[src/rtl/down_timer_if.sv]
`default_nettype none
// ============================================================================
//  Module      : down_timer_if
//  Description : Control/status bundle between a timer client and down_timer.
//  Revision    : 1.0  initial release
// ============================================================================
interface down_timer_if #(
    parameter int W = 23
);
    logic         ena;
    logic         start;
    logic [W-1:0] load;
    logic         reload;
    logic         pause;
    logic         stop;
    logic         busy;
    logic         expire;
    logic [W-1:0] count;

    modport master (
        output ena, start, load, reload, pause, stop,
        input  busy, expire, count
    );

    modport slave (
        input  ena, start, load, reload, pause, stop,
        output busy, expire, count
    );
endinterface
`default_nettype wire

[src/rtl/down_timer.sv]
`default_nettype none
// ============================================================================
//  Module      : down_timer
//  Description : Programmable down-counting timer, one-shot or auto-reload,
//                decrementing once per qualified ena tick.
//  Revision    : 1.0  initial release
// ============================================================================
module down_timer #(
    parameter int W = 23
) (
    input  wire logic    clk,
    input  wire logic    rst_,
    down_timer_if.slave  bus
);
    typedef enum logic [1:0] {
        S_IDLE = 2'd0,
        S_RUN  = 2'd1,
        S_HOLD = 2'd2
    } state_t;

    localparam logic [W-1:0] C_ZERO = {W{1'b0}};
    localparam logic [W-1:0] C_ONE  = {{(W-1){1'b0}}, 1'b1};

    state_t       r_state;
    logic [W-1:0] r_count;
    logic [W-1:0] r_period;
    logic         r_mode;
    logic         r_expire;

    always_ff @(posedge clk or negedge rst_) begin
        if (!rst_) begin
            r_state  <= S_IDLE;
            r_count  <= C_ZERO;
            r_period <= C_ZERO;
            r_mode   <= 1'b0;
            r_expire <= 1'b0;
        end else begin
            r_expire <= 1'b0;
            if (bus.stop) begin
                r_state <= S_IDLE;
                r_count <= C_ZERO;
            end else if (bus.start) begin
                if (bus.load != C_ZERO) begin
                    r_count  <= bus.load;
                    r_period <= bus.load;
                    r_mode   <= bus.reload;
                    r_state  <= bus.pause ? S_HOLD : S_RUN;
                end else begin
                    // A zero-length timeout expires immediately and never runs.
                    r_expire <= 1'b1;
                    r_count  <= C_ZERO;
                    r_state  <= S_IDLE;
                end
            end else begin
                case (r_state)
                    S_RUN: begin
                        if (bus.pause) begin
                            r_state <= S_HOLD;
                        end else if (bus.ena) begin
                            if (r_count == C_ONE) begin
                                r_expire <= 1'b1;
                                if (r_mode) begin
                                    r_count <= r_period;
                                end else begin
                                    r_count <= C_ZERO;
                                    r_state <= S_IDLE;
                                end
                            end else begin
                                r_count <= r_count - C_ONE;
                            end
                        end
                    end
                    S_HOLD: begin
                        if (!bus.pause) begin
                            r_state <= S_RUN;
                        end
                    end
                    default: begin
                        r_state <= S_IDLE;
                    end
                endcase
            end
        end
    end

    assign bus.busy   = (r_state != S_IDLE);
    assign bus.expire = r_expire;
    assign bus.count  = r_count;
endmodule
`default_nettype wire

[src/flat_wrapper.sv]
// flat-port wrapper written by rule: the top's interface ports become plain ports
module down_timer_flat 
#(
    parameter int W = 23
)
  (clk, rst_, bus_ena, bus_start, bus_load, bus_reload, bus_pause, bus_stop, bus_busy, bus_expire, bus_count);
  down_timer_if #(.W(W)) bus_i ();
  input  wire logic clk;
  input  wire logic rst_;
  input wire logic [$bits(bus_i.ena)-1:0] bus_ena;
  input wire logic [$bits(bus_i.start)-1:0] bus_start;
  input wire logic [$bits(bus_i.load)-1:0] bus_load;
  input wire logic [$bits(bus_i.reload)-1:0] bus_reload;
  input wire logic [$bits(bus_i.pause)-1:0] bus_pause;
  input wire logic [$bits(bus_i.stop)-1:0] bus_stop;
  output wire logic [$bits(bus_i.busy)-1:0] bus_busy;
  output wire logic [$bits(bus_i.expire)-1:0] bus_expire;
  output wire logic [$bits(bus_i.count)-1:0] bus_count;
  assign bus_i.ena = bus_ena;
  assign bus_i.start = bus_start;
  assign bus_i.load = bus_load;
  assign bus_i.reload = bus_reload;
  assign bus_i.pause = bus_pause;
  assign bus_i.stop = bus_stop;
  assign bus_busy = bus_i.busy;
  assign bus_expire = bus_i.expire;
  assign bus_count = bus_i.count;
  down_timer #(.W(W)) u_core (.clk(clk), .rst_(rst_), .bus(bus_i));
endmodule
[config.mk]
export PLATFORM = sky130hd
export DESIGN_NAME = down_timer_flat
export DESIGN_NICKNAME = d
export VERILOG_FILES = /design/src/rtl/down_timer_if.sv /design/src/rtl/down_timer.sv /design/src/flat_wrapper.sv
export SDC_FILE = /design/constraint.sdc
export NUM_CORES = 1
export LEC_CHECK = 0
export BUFFER_PORTS_ARGS = -buffer_cell sky130_fd_sc_hd__buf_2
export CAP_MARGIN = 10
export CORE_AREA = 2 2 76 78
export DETAILED_ROUTE_END_ITERATION = 8
export DIE_AREA = 0 0 78 80
export PLACE_DENSITY = 0.8
export SLEW_MARGIN = 20
export SYNTH_ARGS = -nofsm -noshare
export SYNTH_HDL_FRONTEND = slang
export SYNTH_SLANG_ARGS = --single-unit
[constraint.sdc]
create_clock -name clk -period 2.4 [get_ports clk]
set_input_delay 0.24 -clock clk [delete_from_list [all_inputs] [get_ports clk]]
set_output_delay 0.24 -clock clk [all_outputs]
set_load 0.005 [all_outputs]
==> flow_metrics.py <==
metrics = {
    "global_route": {
        "gr-total-overflow": 0,
        "grt_antenna_before_repair": 0,
        "grt_pass1_wl_mm": 14.1,
        "grt_max_degree": 51,
        "grt_pass1_vias": 2866,
        "track_usage_pct": 28.6,
    },
    "final_layout": {
        "instances_no_fill": 467,
        "final_util_pct": 64.2,
        "layout-drive-gt1-share_pct": 22.5,
        "antenna_cells": 0,
        "nFillCells": 482,
        "fin_nets": 430,
        "syn_to_final_growth_pct": 16.6,
    },
    "timing": {
        "tightest_slew_ns": 0.918,
        "setup_ws_ns": 0.213,
        "period_share_pct": 91.1,
        "fin_crit_ns": 2.19,
        "setup_viol": 0,
        "report.final.slew_viol_count": 0,
        "rsz0062_at_grt": "no",
        "finalClockSkew_ns": 0.00943,
        "hold_viol": 0,
        "tns_ns": 0,
        "relSlewSlack_pct": 38.5,
        "max_freq_mhz": 457,
    },
    "clocking": {
        "cts_tree": "done",
        "htree_levels": 2,
        "clockBufferDepth": 2,
        "cts_buffers": 5,
        "clock-root-buffer": "clkbuf_8",
        "clock_sinks": 50,
        "clkTransAtPathRegs_ns": 0.09,
        "clock_latency_ns": 0.30,
    },
    "outcome": {
        "status": "finished, final reports clean",
    },
    "power_and_ir_drop": {
        "worst_ir_drop_vdd_mv": 0.331,
        "p_leak_nw": 1.60,
        "power_mw": 1.90,
        "p_per_area_mw_per_mm2": 548,
    },
    "synthesis": {
        "synth.area.top_cells": "dfrtp_1 (42%), nand2_1 (9.7%), a22oi_1 (3.0%)",
        "netlist_area_mm2": 0.00298,
        "netlist.area_leader.share_pct": 42.0,
        "synth_edf_count": 0,
        "syn_inst": 338,
        "ys_seq_area_share_pct": 42.0,
        "ys_types": 55,
        "synthTopCellsByCount": "nand2_1 (77), dfrtp_1 (50), nor3_1 (17)",
        "synthFlopType": "dfrtp_1",
        "ys_warn_count": 0,
        "synth_area_per_cell_um2": 8.81,
        "synth_top_area_cell": "dfrtp_1",
        "ys_ff_latch": 50,
        "synth_fp_nets": 373,
        "yosysMostFrequentCell": "nand2_1",
        "synth_async_sr_flop_share_pct": 100,
    },
    "setup_path": {
        "worstPathArrival_ns": 2.35,
        "path_class": "flop to flop",
        "start_kind": "flop",
        "cp-end-kind": "flop",
        "slowest_stage": "dfrtp_1",
        "crit_family": "simple AND/OR/NAND/NOR gates",
        "crit_chain": "inv_1, ha_1, nor3b_2, nand4_1, o31a_1, nor3_1, o31ai_1",
        "critPathMaxStageDelay_ns": 0.47,
        "crit_fanout": 7,
        "required_ns": 2.56,
        "critPathBufInv": 1,
    },
    "placement": {
        "post-place-ws_ns": 0.112,
        "dp_cells": 458,
        "dp_hpwl_mm": 5.86,
        "port-buffer-count": 54,
        "place_congestion": 0.869,
    },
    "detailed_routing": {
        "vias_per_cell": 6.23,
        "wirelength_mm": 8.28,
        "dr.pass1.iters": 4,
        "vias": 2908,
        "wl_per_cell_um": 17.7,
        "first_iter_violations": 226,
        "ant_nets": 0,
        "drc": 0,
    },
    "die": {
        "design.core.area_mm2": 0.00541,
        "die_x_um": 78,
        "start_util_pct": 55.1,
        "die_area_mm2": 0.00624,
        "die_h_um": 80,
        "row_count": 27,
        "boundaryPins": 55,
    },
    "run": {
        "cap_violations": 0,
    },
    "min_path": {
        "hp-class": "input port to flop",
    },
}
## stage by stage
step | hold slack [ns] | area [um2]
final | 0.128 | 3470
after global routing | 0.146 | 3470
after CTS | 0.127 | 3450
after detailed placement | 0.253 | 3370
after global placement | 0.250 | 3370
after floorplan | -0.0556 | 2980
## metal layers
layer	part of all wire (%)	global-route usage, %
met3	6.3	4.64
met4	1.6	7.37
met1	44	38.9
met5	0	0
met2	48	47.9
## tightest hold or removal path: cells and delay by family
| kind | cells | cell delay [ns] |
|---|---|---|
| buf+inv | 1 | 0.08 |
| simple gates | 2 | 0.08 |
## state kept, by name, summed over array words and instances, names as in the netlist
| name | count |
|---|---|
| u_core.r_period | 23 |
| u_core.r_mode | 1 |
| u_core.r_state | 2 |
| u_core.bus.expire | 1 |
| u_core.bus.count | 23 |
## power by group
part           internal, mW  total [mW]  switching [mW]
sequential            0.918        1.01          0.0918
clock                 0.202       0.474           0.272
combinational         0.185       0.421           0.236
## cells by family (layout without fill, tap and decap cells)
family	after synthesis	after routing	synth area share (%)
muxes	4	4	1.47
AOI/OAI and AO/OA	81	81	19.6
buffers and inverters	27	84	3.83
and+or+nand+nor	158	158	27.2
adders and majority gates	5	5	2.10
xor gates and xnor gates	13	13	3.83
DFF	50	50	42.0
## layout by cell type (no fill, tap or decap), drive strengths merged, types with 5 or more instances in the layout
| cell type | n |
|---|---|
| o21ai | 11 |
| nor3 | 18 |
| nor4 | 14 |
| nand4 | 7 |
| o31ai | 9 |
| dfrtp | 50 |
| nand3 | 8 |
| a21oi | 14 |
| nand2 | 77 |
| inv | 7 |
| o31a | 5 |
| xor2 | 9 |
| a22oi | 12 |
| clkbuf | 7 |
| ha | 5 |
| buf | 69 |
| a22o | 5 |
| nor2 | 11 |
## final timing paths
check                      slack (ns)  cells past startpoint                 from                   end
max in group asynchronous        1.71                      3                 rst_  u_core.bus.count[13]
min reg2reg                      0.48                      2   u_core.r_period[0]    u_core.r_period[0]
min in group asynchronous        0.45                      3                 rst_   u_core.bus.count[0]
max                              0.21                      7  u_core.bus.count[0]  u_core.bus.count[18]
max reg2reg                      0.21                      7  u_core.bus.count[0]  u_core.bus.count[18]
min                              0.13                      3           bus_reload         u_core.r_mode
## what timing repair did
item                                   in CTS  in global routing
gates resized for setup                     0                  2
endpoints found under the hold margin      50                  0
hold buffers                                1                  0
setup endpoints to repair                   0                 11
setup buffers                               0                  1
## layout make-up
class / count / area [um2] / share of cell area [%]
multi-input combinational: 261 / 1620 / 46.7
inverter: 7 / 26.3 / 0.757
clock buffer: 7 / 76.3 / 2.20
tap: 72 / 90.1 / 2.59
timing repair buffer: 70 / 405 / 11.7
sequential: 50 / 1250 / 36.0
Power figures use the tool's default switching activity.
